$ cat config.mk
export PLATFORM = sky130hd
export DESIGN_NAME = ysyx_23060184_lsu
export DESIGN_NICKNAME = d
export VERILOG_FILES = /design/src/rtl/ysyx_23060184_lsu_pkg.sv /design/src/rtl/ysyx_23060184_load_align.sv /design/src/rtl/ysyx_23060184_lsu.sv
export SDC_FILE = /design/constraint.sdc
export NUM_CORES = 1
export LEC_CHECK = 0
export BUFFER_PORTS_ARGS = -buffer_cell sky130_fd_sc_hd__buf_2
export CORE_AREA = 2 2 109 133
export CTS_BUF_LIST = sky130_fd_sc_hd__clkbuf_2
export DETAILED_ROUTE_END_ITERATION = 12
export DIE_AREA = 0 0 111 135
export GPL_TIMING_DRIVEN = 0
export HOLD_SLACK_MARGIN = 0.12
export PLACE_DENSITY = 0.81
export RECOVER_POWER = 50
export SYNTH_ARGS = -nofsm -noshare
export SYNTH_HDL_FRONTEND = slang
export SYNTH_SLANG_ARGS = --single-unit
$ cat constraint.sdc
create_clock -name clk -period 9.46 [get_ports clk]
set_input_delay 2.838 -clock clk [delete_from_list [all_inputs] [get_ports clk]]
set_output_delay 2.838 -clock clk [all_outputs]
set_load 0.1 [all_outputs]
$ cat src/rtl/ysyx_23060184_lsu_pkg.sv
// Shared encodings for the LSU: decode's Ropcode/Wmask values, LSU state codes,
// and the alignment rule used when YSYX_23060184_LSU_ALIGN_CHECK_EN is defined.
package ysyx_23060184_lsu_pkg;

  localparam logic [2:0] READ_NONE  = 3'd0;
  localparam logic [2:0] READ_WORD  = 3'd1;
  localparam logic [2:0] READ_HALF  = 3'd2;
  localparam logic [2:0] READ_BYTE  = 3'd3;
  localparam logic [2:0] READ_HALFU = 3'd4;
  localparam logic [2:0] READ_BYTEU = 3'd5;

  localparam logic [1:0] WRITE_NONE = 2'd0;
  localparam logic [1:0] WRITE_WORD = 2'd1;
  localparam logic [1:0] WRITE_HALF = 2'd2;
  localparam logic [1:0] WRITE_BYTE = 2'd3;

  typedef enum logic [1:0] {
    LSU_IDLE = 2'd0,
    LSU_REQ  = 2'd1,
    LSU_WAIT = 2'd2,
    LSU_DONE = 2'd3
  } lsu_state_e;

  // Half accesses need an even address, word accesses a multiple of four.
  function automatic logic misaligned(input logic       is_read,
                                      input logic [2:0] ropcode,
                                      input logic [1:0] wmask,
                                      input logic [1:0] off);
    logic m;
    m = 1'b0;
    if (is_read) begin
      case (ropcode)
        READ_WORD:              m = (off != 2'd0);
        READ_HALF, READ_HALFU:  m = off[0];
        default:                m = 1'b0;
      endcase
    end else begin
      case (wmask)
        WRITE_WORD: m = (off != 2'd0);
        WRITE_HALF: m = off[0];
        default:    m = 1'b0;
      endcase
    end
    return m;
  endfunction

endpackage

$ cat src/rtl/ysyx_23060184_load_align.sv
// Selects the addressed byte/half from a bus word and sign- or zero-extends it.
module ysyx_23060184_load_align
  import ysyx_23060184_lsu_pkg::*;
(
  input  logic [31:0] data,
  input  logic [1:0]  offset,
  input  logic [2:0]  Ropcode,
  output logic [31:0] rdata
);

  logic [7:0]  b;
  logic [15:0] h;

  always_comb begin
    b = data[7:0];
    case (offset)
      2'd0: b = data[7:0];
      2'd1: b = data[15:8];
      2'd2: b = data[23:16];
      2'd3: b = data[31:24];
      default: b = data[7:0];
    endcase
    h = offset[1] ? data[31:16] : data[15:0];

    rdata = data;
    case (Ropcode)
      READ_BYTE:  rdata = {{24{b[7]}}, b};
      READ_BYTEU: rdata = {24'd0, b};
      READ_HALF:  rdata = {{16{h[15]}}, h};
      READ_HALFU: rdata = {16'd0, h};
      default:    rdata = data;
    endcase
  end

endmodule

$ cat src/rtl/ysyx_23060184_lsu.sv
// Blocking single-outstanding load/store unit with response timeout.
// Optional misalignment faulting: define YSYX_23060184_LSU_ALIGN_CHECK_EN.
module ysyx_23060184_lsu
  import ysyx_23060184_lsu_pkg::*;
#(
  parameter int unsigned TIMEOUT_CYCLES = 255
) (
  input  logic        clk,
  input  logic        rst,
  input  logic        req_valid,
  output logic        req_ready,
  input  logic        MemRead,
  input  logic        MemWrite,
  input  logic [2:0]  Ropcode,
  input  logic [1:0]  Wmask,
  input  logic [31:0] addr,
  input  logic [31:0] wdata,
  output logic        done_valid,
  input  logic        done_ready,
  output logic [31:0] rdata,
  output logic        fault,
  output logic        mem_req_valid,
  input  logic        mem_req_ready,
  output logic        mem_wen,
  output logic [31:0] mem_addr,
  output logic [31:0] mem_wdata,
  output logic [3:0]  mem_wstrb,
  input  logic        mem_resp_valid,
  output logic        mem_resp_ready,
  input  logic [31:0] mem_resp_data,
  input  logic        mem_resp_err,
  output logic [1:0]  dbg_state
);

  // Handshakes: a transfer happens on a rising edge where valid && ready are both
  // high; a valid, once raised, holds its payload stable until that edge.

  lsu_state_e  state, state_nx;
  logic        op_read, op_write;
  logic [2:0]  op_rop;
  logic [1:0]  op_wmask;
  logic [31:0] op_addr, op_wdata;
  logic [31:0] cnt;
  logic [31:0] rdata_q;
  logic        fault_q;
  logic [31:0] load_data;
  logic        misal;
  logic        timeout;

`ifdef YSYX_23060184_LSU_ALIGN_CHECK_EN
  assign misal = (MemRead ^ MemWrite) && misaligned(MemRead, Ropcode, Wmask, addr[1:0]);
`else
  assign misal = 1'b0;
`endif

  assign timeout = (TIMEOUT_CYCLES != 0) &&
                   ((state == LSU_REQ) || (state == LSU_WAIT)) &&
                   (cnt == TIMEOUT_CYCLES - 1);

  ysyx_23060184_load_align u_align (
    .data    (mem_resp_data),
    .offset  (op_addr[1:0]),
    .Ropcode (op_rop),
    .rdata   (load_data)
  );

  always_comb begin
    state_nx = state;
    case (state)
      LSU_IDLE: if (req_valid) state_nx = ((MemRead ^ MemWrite) && !misal) ? LSU_REQ : LSU_DONE;
      LSU_REQ:  if (timeout) state_nx = LSU_DONE;
                else if (mem_req_ready) state_nx = LSU_WAIT;
      // A response landing on the timeout cycle still wins.
      LSU_WAIT: if (mem_resp_valid || timeout) state_nx = LSU_DONE;
      LSU_DONE: if (done_ready) state_nx = LSU_IDLE;
      default:  state_nx = LSU_IDLE;
    endcase
  end

  always_ff @(posedge clk or posedge rst) begin
    if (rst) begin
      state    <= LSU_IDLE;
      op_read  <= 1'b0;
      op_write <= 1'b0;
      op_rop   <= READ_NONE;
      op_wmask <= WRITE_NONE;
      op_addr  <= '0;
      op_wdata <= '0;
      cnt      <= '0;
      rdata_q  <= '0;
      fault_q  <= 1'b0;
    end else begin
      state <= state_nx;
      case (state)
        LSU_IDLE: if (req_valid) begin
          op_read  <= MemRead & ~MemWrite;
          op_write <= MemWrite & ~MemRead;
          op_rop   <= Ropcode;
          op_wmask <= Wmask;
          op_addr  <= addr;
          op_wdata <= wdata;
          cnt      <= '0;
          rdata_q  <= '0;
          fault_q  <= (MemRead & MemWrite) | misal;
        end
        LSU_REQ: begin
          cnt <= cnt + 32'd1;
          if (timeout) fault_q <= 1'b1;
        end
        LSU_WAIT: begin
          cnt <= cnt + 32'd1;
          if (mem_resp_valid) begin
            rdata_q <= op_read ? load_data : '0;
            fault_q <= mem_resp_err;
          end else if (timeout) begin
            fault_q <= 1'b1;
          end
        end
        default: ;
      endcase
    end
  end

  always_comb begin
    mem_wdata = op_wdata;
    mem_wstrb = 4'b0000;
    if (op_write) begin
      case (op_wmask)
        WRITE_WORD: mem_wstrb = 4'b1111;
        WRITE_HALF: begin
          mem_wdata = {2{op_wdata[15:0]}};
          mem_wstrb = 4'b0011 << {op_addr[1], 1'b0};
        end
        WRITE_BYTE: begin
          mem_wdata = {4{op_wdata[7:0]}};
          mem_wstrb = 4'b0001 << op_addr[1:0];
        end
        default: mem_wstrb = 4'b0000;
      endcase
    end
  end

  assign req_ready      = (state == LSU_IDLE);
  assign mem_req_valid  = (state == LSU_REQ);
  assign mem_resp_ready = (state == LSU_WAIT);
  assign done_valid     = (state == LSU_DONE);
  assign mem_wen        = op_write;
  assign mem_addr       = {op_addr[31:2], 2'b00};
  assign rdata          = rdata_q;
  assign fault          = fault_q;
  assign dbg_state      = state;

endmodule

[After elaboration in Yosys (flattened, before gate mapping)]
Cells that the tools add are included.
Cells by class
  $add $sub $neg: 1
  eq/ne operators: 19
  shift operators: 2
  multiplexer cells: 23
  bitwise gates (word level): 6
  reduce and logical (&&, ||, !) cells: 14
Operators with widths (count)
  $pmux 32 s2: 3
  $mux 32: 4
  $pmux 32 s4: 1
  $add 32x1->32 const B: 1
  $eq 32x8->1 const B: 1
  $pmux 8 s4: 1
  $mux 16: 1
  $eq 2x2->1 const B: 6
  $mux 2: 6
  $pmux 4 s3: 1
  $pmux 2 s4: 1
  $eq 2x1->1 const B: 3
  $eq 3x2->1 const B: 2
  $eq 3x3->1 const B: 2
  $reduce_and 2->1: 3
  $logic_not 2->1: 2
  $mux 4: 1
  $ne 2x1->1 const B: 2
  $ne 2x2->1 const B: 2
  $reduce_and 4->1: 1
  $reduce_bool 2->1: 2
  $shl 1x2->4 const A: 1
  $shl 2x2->4 const A: 1
  $and 1x1->1: 3
  other kinds (10): 14
Storage, ports and cells
  flip-flop bits (word level): 138

[Depth between registers and ports, before layout]
Gate-level depths: netlist of run 1.
  word-level depth: 6
  mapped depth: 9
  depth with buffers taken out: 7

[By module]
Synthesis of run 1 repeated with hierarchy kept, for this count alone.
Second synthesis, totals
  cells, all modules: 780
  area, all modules: 7793.7 um2
By module, submodules not included
  ysyx_23060184_lsu: times used 1, cells each 614, area each 6771.5 um2, seq. area each 3453.3 um2
  ysyx_23060184_load_align: times used 1, cells each 166, area each 1022.2 um2, seq. area each 0.0 um2

[Worst setup path after synthesis of run 1]
No wires, ideal clock.
  path type: reg-to-output
  start point: reg op_write (netlist: mem_wen)
  end point: out mem_wdata[24]
  data arrival time: 3.634 ns
  data required time: 6.622 ns
  path slack: 2.988 ns
  cell stages (with the launch flop): 4
  cell sequence: dfrtp_1 nand2_1 clkbuf_1 o21ai_0
On the way
  word-level cells in the longest chain between the ends: 1
RTL lines
  start, declared: line ysyx_23060184_lsu.sv:39  | logic op_read, op_write;
  start signal, assigned: line ysyx_23060184_lsu.sv:97  | op_write <= MemWrite & ~MemRead;
  $mux 32: line ysyx_23060184_lsu.sv:127  | if (op_write) begin
  end, declared: line ysyx_23060184_lsu.sv:26  | output logic [31:0] mem_wdata,
No other way between the ends.

[Final worst setup path of run 1]
  start point: reg op_addr[1]
  end point: out mem_wstrb[3]
On the way
  word-level cells in the longest chain between the ends: 3
  elaborated cells between the ends (all ways): 4
  classes of those cells: shift: 2; mux: 2
RTL lines
  start, declared: line ysyx_23060184_lsu.sv:42  | logic [31:0] op_addr, op_wdata;
  start signal, assigned: line ysyx_23060184_lsu.sv:100  | op_addr <= addr;
  $shl 2x2->4 or $shl 1x2->4 (tied branches): line ysyx_23060184_lsu.sv:132, ysyx_23060184_lsu.sv:136
  $pmux 4 s3 (*): line ysyx_23060184_lsu.sv:128  | case (op_wmask)
  $mux 4 (*): line ysyx_23060184_lsu.sv:127
  end, declared: line ysyx_23060184_lsu.sv:27  | output logic [3:0] mem_wstrb,
Every way passes the cells marked *; elsewhere a longest branch is shown, timed or not.

==> run_results.csv, run 1 <==
group,metric,value,unit
outcome,status,"complete, but fails checks",
outcome,violations,"capacitance limit, slew limit",
placement,dp_hpwl,13900,µm
worst_setup_path,worstPathArrival,3.20,ns
synthesis,yosys_register_bits,138,
worst_setup_path,r2r_cells,9,
synthesis,async_flop_share,100,%
hold_path,hold_start,"rdata[15]",
synthesis,synth_area,7390,µm²
route,wirelength,18500,µm
route,wire_per_inst,17.0,µm
route,drc,0,
floorplanning,io_pins,218,
route,num_vias,5991,
cts,cts_resized,0,
worst_setup_path,r2r_start,"dbg_state[0]",
cts,ctsHoldBuffers,0,
cells_and_area,design_area,8960,µm²
grt,overflow,0,
worst_setup_path,critPathKind,"flop to output port",
timing,rsz0062_at_grt,"false",
worst_setup_path,crit_required,6.62,ns
timing,hold_viol,0,
floorplanning,dieArea,15000,µm²
grt,grt_pass1_vias,5941,
cts,clk_pin_slew,0.21,ns
timing,fin_crit_sh,63.9,%
floorplanning,start_util,54.4,%
worst_setup_path,critPathCaptureType,"output port",
route,antenna_left,0,
cells_and_area,diodes,0,
placement,post_dp_cell_area,8720,µm²
cts,clockBufferDepth,2,
route,drt_first_pass_iters,5,
grt,grt_pass1_wl,29400,µm
cts,post_cts_buffers,0,
synthesis,postSynthAreaPerCell,11.1,µm²
synthesis,synth_edf_count,0,
synthesis,postSynthCellCount,669,
hold_path,holdPathEnd,"rdata[15]",
placement,gp_congestion,0.903,
cts,root_buffer,"clkbuf_2",
route,detail_route.iter0.violations,417,
worst_setup_path,worstReg2RegEnd,"rdata[15]",
floorplanning,dieWidth,111,µm
cts,clk_latency,0.73,ns
worst_setup_path,critPathLaunchType,"flop",
worst_setup_path,cp_max_fo,10,
timing,max_freq,166,MHz
synthesis,ys_seq_area_share,46.7,%
timing,setup_viol,0,
synthesis,synth_flop_cell,"dfrtp_1",
worst_setup_path,reg2reg_slack,6.84,ns
cts,htree_levels,4,
timing,finClkSkew,0.0274,ns
timing,final_max_slew_viol_count,50,
cts,cts_sinks,138,
timing,tightest_slew,2.26,ns
cells_and_area,fin_nets,1025,
grt,grtUsageTotal,24.6,%
floorplanning,die_h,135,µm
synthesis,ys_types,52,
timing,finalCriticalPeriod,6.04,ns
grt,grt_max_degree,90,
timing,tns,0,ns
floorplanning,num_rows,47,
floorplanning,core_area,13600,µm²
cells_and_area,layout-drive-gt1-share,44.4,%
hold_path,min_path_cells,2,
hold_path,min_path_type,"flop to flop",
job,cap_viol_max_count,1,
cts,tritoncts,"yes",
cells_and_area,areaGrowthSynthToFinish,21.2,%
timing,slew_headroom,-51.3,%
placement,io_buffers,215,
route,vias_per_cell,5.51,
synthesis,yosys_warnings,0,
grt,antenna_found_initial,0,
timing,whs,0.513,ns
cts,cts_buffers,17,
[flip-flops by register name (all words and copies together) (netlist names)]
name / flops
cnt: 32
op_addr: 32
op_wdata: 32
rdata: 32
op_rop: 3
dbg_state: 2
op_wmask: 2
fault: 1
mem_wen: 1
op_read: 1
[logic make-up (layout without fill, tap and decap cells)]
| logic type | Yosys count | count (layout) | share of synthesized area [%] |
|---|---|---|---|
| other cells | 1 | 2 | 0.0507 |
| xor+xnor | 26 | 26 | 3.08 |
| simple gates | 166 | 166 | 12.4 |
| flops | 138 | 138 | 46.7 |
| buf+inv | 96 | 343 | 7.28 |
| compound gates | 108 | 108 | 10.0 |
| fa+ha+maj | 26 | 26 | 3.86 |
| mux | 108 | 108 | 16.6 |
[final cells by class]
class	instances	area [µm²]
flip-flops and latches	138	3450
multi-input cells	436	3390
inverters	16	61.3
clock inverters	14	171
fillers	1106	4620
well taps	171	214
clock buffers	17	85.1
plain buffers	80	478
repair buffers	216	1100
[worst max-delay path by stage]
stage	from	endpoint	cells after the start
global route	op_addr[1]	mem_wstrb[3]	6
global placement	rst	rdata[19]	2
floorplan	rst	cnt[0]	1
finish	op_addr[1]	mem_wstrb[3]	6
CTS	op_addr[1]	mem_wstrb[3]	6
detailed placement	op_addr[1]	mem_wstrb[3]	6
[cell usage in the layout (no fill, tap or decap), types with 4 or more instances in the layout]
cell and n:
and3_1 4, clkbuf_1 28, a31oi_1 7, mux2i_1 14
inv_1 14, or3_1 4, a22oi_1 17, xor2_1 5
nand2_1 58, nor2_1 33, mux2_2 91, nor4_2 8
nor2b_1 10, buf_4 41, maj3_1 16, xnor2_1 21
a22o_1 7, ha_1 10, a32o_1 17, clkbuf_2 17
o21ai_0 33, nor4_1 8, buf_2 221, nor3_1 8
nand3_1 11, dfrtp_1 138, a21oi_1 15, nand4_1 7
[routing by layer]
metal  share of wire [%]  track usage [%]  vias to the layer above  wire length [µm]
met3                 7.7             7.09                       32              1420
li1                    -                -                     2833                 -
met4                 2.0             8.75                        0               367
met5                   0                0                        -                 0
met2                  51             41.9                      251              9390
met1                  40             30.2                     2875              7310
[cell usage after synthesis, types with 2 or more instances]
| cell | count | area (µm²) |
|---|---|---|
| a22o_1 | 7 | 61.3 |
| a21oi_1 | 15 | 75.1 |
| a22oi_1 | 17 | 128 |
| buf_6 | 2 | 22.5 |
| buf_4 | 41 | 308 |
| nor4_2 | 8 | 100 |
| nor4b_2 | 3 | 45.0 |
| nand2b_1 | 2 | 12.5 |
| o31ai_1 | 3 | 22.5 |
| ha_1 | 10 | 125 |
| clkbuf_1 | 27 | 101 |
| nand2_1 | 58 | 218 |
| xnor2_1 | 21 | 184 |
| nor2_1 | 33 | 124 |
| a31oi_1 | 7 | 43.8 |
| o211ai_1 | 2 | 15.0 |
| maj3_1 | 16 | 160 |
| buf_1 | 3 | 11.3 |
| nand3_2 | 2 | 20.0 |
| and3_1 | 4 | 25.0 |
| nand3_1 | 10 | 50.1 |
| and4_1 | 2 | 17.5 |
| a32o_1 | 17 | 170 |
| o21ai_0 | 33 | 165 |
| inv_1 | 15 | 56.3 |
| or3_1 | 4 | 25.0 |
| mux2i_1 | 14 | 140 |
| mux2_2 | 91 | 1020 |
| dfrtp_1 | 138 | 3450 |
| a32oi_1 | 2 | 17.5 |
| xor2_1 | 5 | 43.8 |
| mux4_2 | 2 | 45.0 |
| nand4_1 | 7 | 43.8 |
| nor4_1 | 8 | 50.1 |
| nor2b_1 | 10 | 62.6 |
| buf_2 | 7 | 35.0 |
| nor3_1 | 8 | 40.0 |
[stage by stage]
stage,util (%),setup WS (ns),instances
after CTS,66.1,3.39,1088
after floorplan,-,2.93,670
after detailed placement,64.2,4.25,1057
final,66.0,3.42,1088
after global routing,66.0,3.23,1088
after global placement,63.9,1.32,1056
[worst max-delay path, stage by stage, from the launching register on]
cell and delay [ns]:
dfrtp_1 0.48, clkbuf_1 0.44, buf_2 0.34, clkbuf_1 0.40, o21ai_0 0.16, a21oi_1 0.18
buf_2 0.46
Power of run 1 is left out: the tool's default activity adds up to more than one toggle a clock period on the data nets, which glitch-free logic cannot reach.
==> inputs of run 2 (changes only) <==
--- a/config.mk
+++ b/config.mk
@@ -6,13 +6,13 @@
 export NUM_CORES = 1
 export LEC_CHECK = 0
 export BUFFER_PORTS_ARGS = -buffer_cell sky130_fd_sc_hd__buf_2
-export CORE_AREA = 2 2 109 133
+export CORE_AREA = 2 2 110 134
 export CTS_BUF_LIST = sky130_fd_sc_hd__clkbuf_2
 export DETAILED_ROUTE_END_ITERATION = 12
-export DIE_AREA = 0 0 111 135
+export DIE_AREA = 0 0 112 136
 export GPL_TIMING_DRIVEN = 0
 export HOLD_SLACK_MARGIN = 0.12
-export PLACE_DENSITY = 0.81
+export PLACE_DENSITY = 0.8
 export RECOVER_POWER = 50
 export SYNTH_ARGS = -nofsm -noshare
 export SYNTH_HDL_FRONTEND = slang
==> constraint.sdc (replaced) <==
create_clock -name clk -period 5.7 [get_ports clk]
set_input_delay 1.71 -clock clk [delete_from_list [all_inputs] [get_ports clk]]
set_output_delay 1.71 -clock clk [all_outputs]
set_load 0.1 [all_outputs]
==> run 2 against run 1 <==
  * The flow still finishes with violations (capacitance limit, slew limit)
  * Non-clock buffer count is the same
  * Register-to-register slack lost 4.0 ns
  * Critical path depth is the same
  * Sequential share of layout area grew 0.15 points
  * Via count grew 1.6%
  * Routed wire length grew 1.8%
  * Critical path type unchanged
  * Highest routed layer is now met5
==> run_results.csv, run 2 (synthesis results as in run 1) <==
group,metric,value,unit
cts,htree_levels,4,
cts,post_cts_buffers,0,
cells_and_area,layout_commonest_cell,"buf_2",
placement,gp_congestion,0.905,
timing,fin_crit_sh,85.5,%
worst_setup_path,critPathKind,"flop to output port",
grt,overflow,0,
route,antenna_left,0,
grt,grtUsageTotal,24.8,%
route,drc,0,
cts,tritoncts,"yes",
timing,worst_slack,0.829,ns
worst_setup_path,worstPathArrival,3.16,ns
worst_setup_path,critPathCaptureType,"output port",
route,drt_first_pass_iters,5,
floorplanning,num_rows,48,
route,wirelength,18800,µm
cells_and_area,final_core_util,63.5,%
route,num_vias,6086,
placement,dp_cells,1061,
hold_path,min_path_type,"flop to flop",
hold_path,hold_start,"cnt[4]",
cts,clk_latency,0.74,ns
cts,clockBufferDepth,2,
placement,io_buffers,215,
floorplanning,core_area,14100,µm²
cts,cts_resized,0,
floorplanning,io_pins,218,
cells_and_area,fin_nets,1025,
timing,finalCriticalPeriod,4.87,ns
outcome,status,"complete, but fails checks",
cells_and_area,areaGrowthSynthToFinish,20.7,%
worst_setup_path,r2r_start,"dbg_state[1]",
timing,slew_headroom,-55.1,%
cts,cts_buffers,17,
placement,dp_worst_setup_slack,1.64,ns
grt,grt_pass1_wl,29800,µm
cells_and_area,nFillCells,1220,
timing,setup_viol,0,
cts,ctsHoldBuffers,0,
worst_setup_path,startpoint,"op_addr[1]",
timing,finClkSkew,0.0253,ns
worst_setup_path,cp_max_fo,10,
grt,antenna_found_initial,3,
timing,rsz0062_at_grt,"false",
floorplanning,start_util,52.6,%
route,detail_route.iter0.violations,328,
cells_and_area,layout-drive-gt1-share,43.9,%
timing,hold_viol,0,
floorplanning,dieWidth,112,µm
timing,tightest_slew,2.31,ns
cts,clk_pin_slew,0.19,ns
cells_and_area,instances_no_fill,1095,
grt,grt_max_degree,87,
job,cap_viol_max_count,2,
grt,grt_pass1_vias,6019,
cells_and_area,layout_common_cells,"buf_2 (220), dfrtp_1 (138), mux2_2 (91), nand2_1 (58), buf_4 (40)",
timing,max_freq,205,MHz
timing,whs,0.493,ns
route,vias_per_cell,5.56,
cts,cts_sinks,138,
floorplanning,die_h,136,µm
timing,final_max_slew_viol_count,141,
floorplanning,dieArea,15200,µm²
placement,dp_hpwl,14300,µm
outcome,violations,"capacitance limit, slew limit",
route,wire_per_inst,17.2,µm
worst_setup_path,critPathLaunchType,"flop",
cts,root_buffer,"clkbuf_2",
worst_setup_path,crit_required,3.99,ns
-- run 2: changes by cell type in the layout (fill, tap and decap cells not counted), moves of 2 or more --
cell / delta
clkbuf_1: +2
clkbuf_2: +2
clkinv_2: -2
clkinvlp_4: +4
diode_2: +2
inv_6: -2
-- run 2: cell type report --
class                      count  area [µm²]  share of cell area (%)
timing repair buffer         216        1080                    12.1
multi-input combinational    436        3370                    37.8
clock buffer                  18        90.1                    1.01
sequential                   138        3450                    38.7
tap                          175         219                    2.45
buffer                        80         473                    5.30
antenna                        2        5.00                  0.0561
clock inverter                14         174                    1.95
inverter                      16        61.3                   0.687
-- run 2: layer usage --
layer	routed length [µm]	up-vias	track usage [%]	part of all wire [%]
met5	13	-	0	0.069
met4	515	2	9.89	2.7
met3	1510	48	8.07	8.0
met2	9490	256	43.0	50
met1	7300	2939	28.6	39
li1	-	2841	-	-
-- run 2: worst paths after layout --
kind                           endpoint  slack, ns  cells past startpoint
max                        mem_wstrb[3]       0.83                      6
min                              cnt[4]       0.49                      1
max reg2reg                     cnt[19]       2.81                      9
min reg2reg                      cnt[4]       0.49                      1
max in group asynchronous    op_addr[1]       1.29                      3
min in group asynchronous   op_addr[11]       1.55                      2
-- run 2: through the flow --
stage,setup TNS [ns],instance area [µm²]
detailed placement,0,8720
global route,0,8920
global placement,-186.34,8690
floorplan,0,7400
CTS,0,8990
finish,0,8920
-- run 2: critical path: stages, from the launching register on --
cell and delay [ns]:
dfrtp_1 0.49, clkbuf_1 0.41, buf_2 0.33, clkbuf_1 0.41, o21ai_0 0.16, a21oi_1 0.18, buf_2 0.46
Power of run 2 is left out for the same reason.
==> inputs of run 3 (changes only) <==
==> constraint.sdc (replaced) <==
create_clock -name clk -period 4.8 [get_ports clk]
set_input_delay 1.44 -clock clk [delete_from_list [all_inputs] [get_ports clk]]
set_output_delay 1.44 -clock clk [all_outputs]
set_load 0.1 [all_outputs]
==> run 3 against run 2 <==
  * The run still ends with capacitance limit, slew limit left
  * Count of clock-buffer cells in the layout did not move
  * Hold slack improved by 0.0077 ns
  * Clock skew rose by 0.0055 ns
  * Flip-flop and latch count did not move
  * Cell area rose by 0.38%
  * Utilization rose by 0.24 points
  * Sequential share of layout area fell by 0.15 points
==> run_results.csv, run 3 (synthesis results as in run 1) <==
group,metric,value,unit
outcome,status,"complete, but fails checks",
outcome,violations,"capacitance limit, slew limit",
floorplanning,dieWidth,112,µm
job,cap_viol_max_count,1,
worst_setup_path,r2r_start,"dbg_state[0]",
floorplanning,dieArea,15200,µm²
worst_setup_path,cp_cell_sequence,"clkbuf_1 -> buf_2 -> o21ai_0 -> a21oi_1 -> buf_2",
worst_setup_path,max_stage_delay,0.49,ns
cells_and_area,layout_commonest_cell,"buf_2",
worst_setup_path,r2r_cells,7,
worst_setup_path,cp_max_fo,19,
worst_setup_path,slowest_stage,"dfrtp_1",
cells_and_area,final_core_util,63.7,%
worst_setup_path,critPathCaptureType,"output port",
timing,final_max_slew_viol_count,41,
cts,cts_buffers,17,
timing,finalCriticalPeriod,4.23,ns
cells_and_area,layout-drive-gt1-share,44.5,%
timing,tightest_slew,2.26,ns
cts,htree_levels,4,
grt,overflow,0,
cts,clockBufferDepth,2,
route,wirelength,18700,µm
grt,grt_max_degree,42,
cells_and_area,areaGrowthSynthToFinish,21.2,%
route,detail_route.iter0.violations,338,
floorplanning,start_util,52.6,%
timing,whs,0.501,ns
floorplanning,die_h,136,µm
worst_setup_path,cpMostUsedCell,"buf_2",
cells_and_area,multiInputGateArea,3410,µm²
timing,worst_slack,0.572,ns
cts,root_buffer,"clkbuf_2",
hold_path,hold_start,"cnt[4]",
hold_path,min_path_cells,1,
floorplanning,core_area,14100,µm²
cells_and_area,nFillCells,1203,
floorplanning,num_rows,48,
cells_and_area,seq_area,3450,µm²
cts,cts_sinks,138,
cells_and_area,fin_nets,1026,
grt,grtUsageTotal,25.0,%
timing,max_freq,237,MHz
route,antenna_left,0,
floorplanning,io_pins,218,
worst_setup_path,worstReg2RegEnd,"cnt[15]",
placement,dp_hpwl,14300,µm
timing,finClkSkew,0.0308,ns
cts,clk_latency,0.72,ns
route,drt_first_pass_iters,5,
route,wire_per_inst,17.1,µm
route,vias_per_cell,5.52,
placement,dp_worst_setup_slack,1.01,ns
timing,slew_headroom,-50.3,%
timing,rsz0062_at_grt,"false",
grt,grt_pass1_vias,6136,
route,drc,0,
route,num_vias,6049,
timing,setup_viol,0,
worst_setup_path,reg2reg_slack,1.94,ns
grt,antenna_found_initial,1,
worst_setup_path,crit_required,3.36,ns
timing,fin_crit_sh,88.1,%
worst_setup_path,critPathLaunchType,"flop",
cts,tritoncts,"yes",
cells_and_area,layout_common_cells,"buf_2 (221), dfrtp_1 (138), mux2_2 (91), nand2_1 (58), buf_4 (40)",
placement,io_buffers,215,
hold_path,min_path_type,"flop to flop",
worst_setup_path,worstPathArrival,2.79,ns
cts,post_cts_buffers,0,
timing,hold_viol,0,
hold_path,holdPathEnd,"cnt[4]",
worst_setup_path,critPathKind,"flop to output port",
cts,clk_pin_slew,0.19,ns
worst_setup_path,path_delay_family,"buffers and inverters",
placement,gp_congestion,0.897,
grt,grt_pass1_wl,30400,µm
worst_setup_path,path_buf_inv,3,
==> run 3: worst max-delay path by stage <==
stage | start | endpoint | slack, ns | cells past startpoint
detailed placement | op_addr[1] | mem_wstrb[3] | 1.01 | 6
global placement | rst | op_addr[14] | 0.71 | 2
floorplan | mem_wen | mem_wdata[24] | -0.27 | 3
global route | rst | op_addr[1] | 0.22 | 5
finish | op_addr[1] | mem_wstrb[3] | 0.57 | 5
CTS | op_addr[1] | mem_wstrb[3] | 0.18 | 6
==> run 3: metal layers <==
layer / GRT usage [%] / vias up / wire length (µm)
met5: 0 / - / 0
met4: 8.60 / 0 / 378
met3: 7.98 / 34 / 1470
met2: 42.9 / 279 / 9350
met1: 29.9 / 2903 / 7540
li1: - / 2833 / -
==> run 3: timing repair <==
action,in CTS,in global routing
hold buffers,0,0
gates resized for setup,0,0
endpoints found under the setup margin,0,1
==> run 3: worst register-to-register path, stage by stage (launching register included) <==
cell and delay, ns:
dfrtp_1 0.47, inv_1 0.18, ha_1 0.19, clkbuf_1 0.35, nand2_1 0.42, nor2_1 0.61
clkbuf_1 0.42, nor2_1 0.11
==> run 3: stage by stage <==
step	TNS, ns	instances	instance area [µm²]
finish	0	1096	8960
global route	0	1095	8960
CTS	0	1095	8990
detailed placement	0	1063	8760
global placement	0	1060	8700
floorplan	-1.64	670	7400
==> run 3: layout make-up <==
class	count	area share, %
antenna	2	0.0559
buffer	79	5.24
clock buffer	18	1.01
clock inverter	14	1.65
inverter	16	0.684
multi-input combinational	436	38.0
sequential	138	38.5
tap	175	2.44
timing repair buffer	218	12.4
Power of run 3 is left out for the same reason.
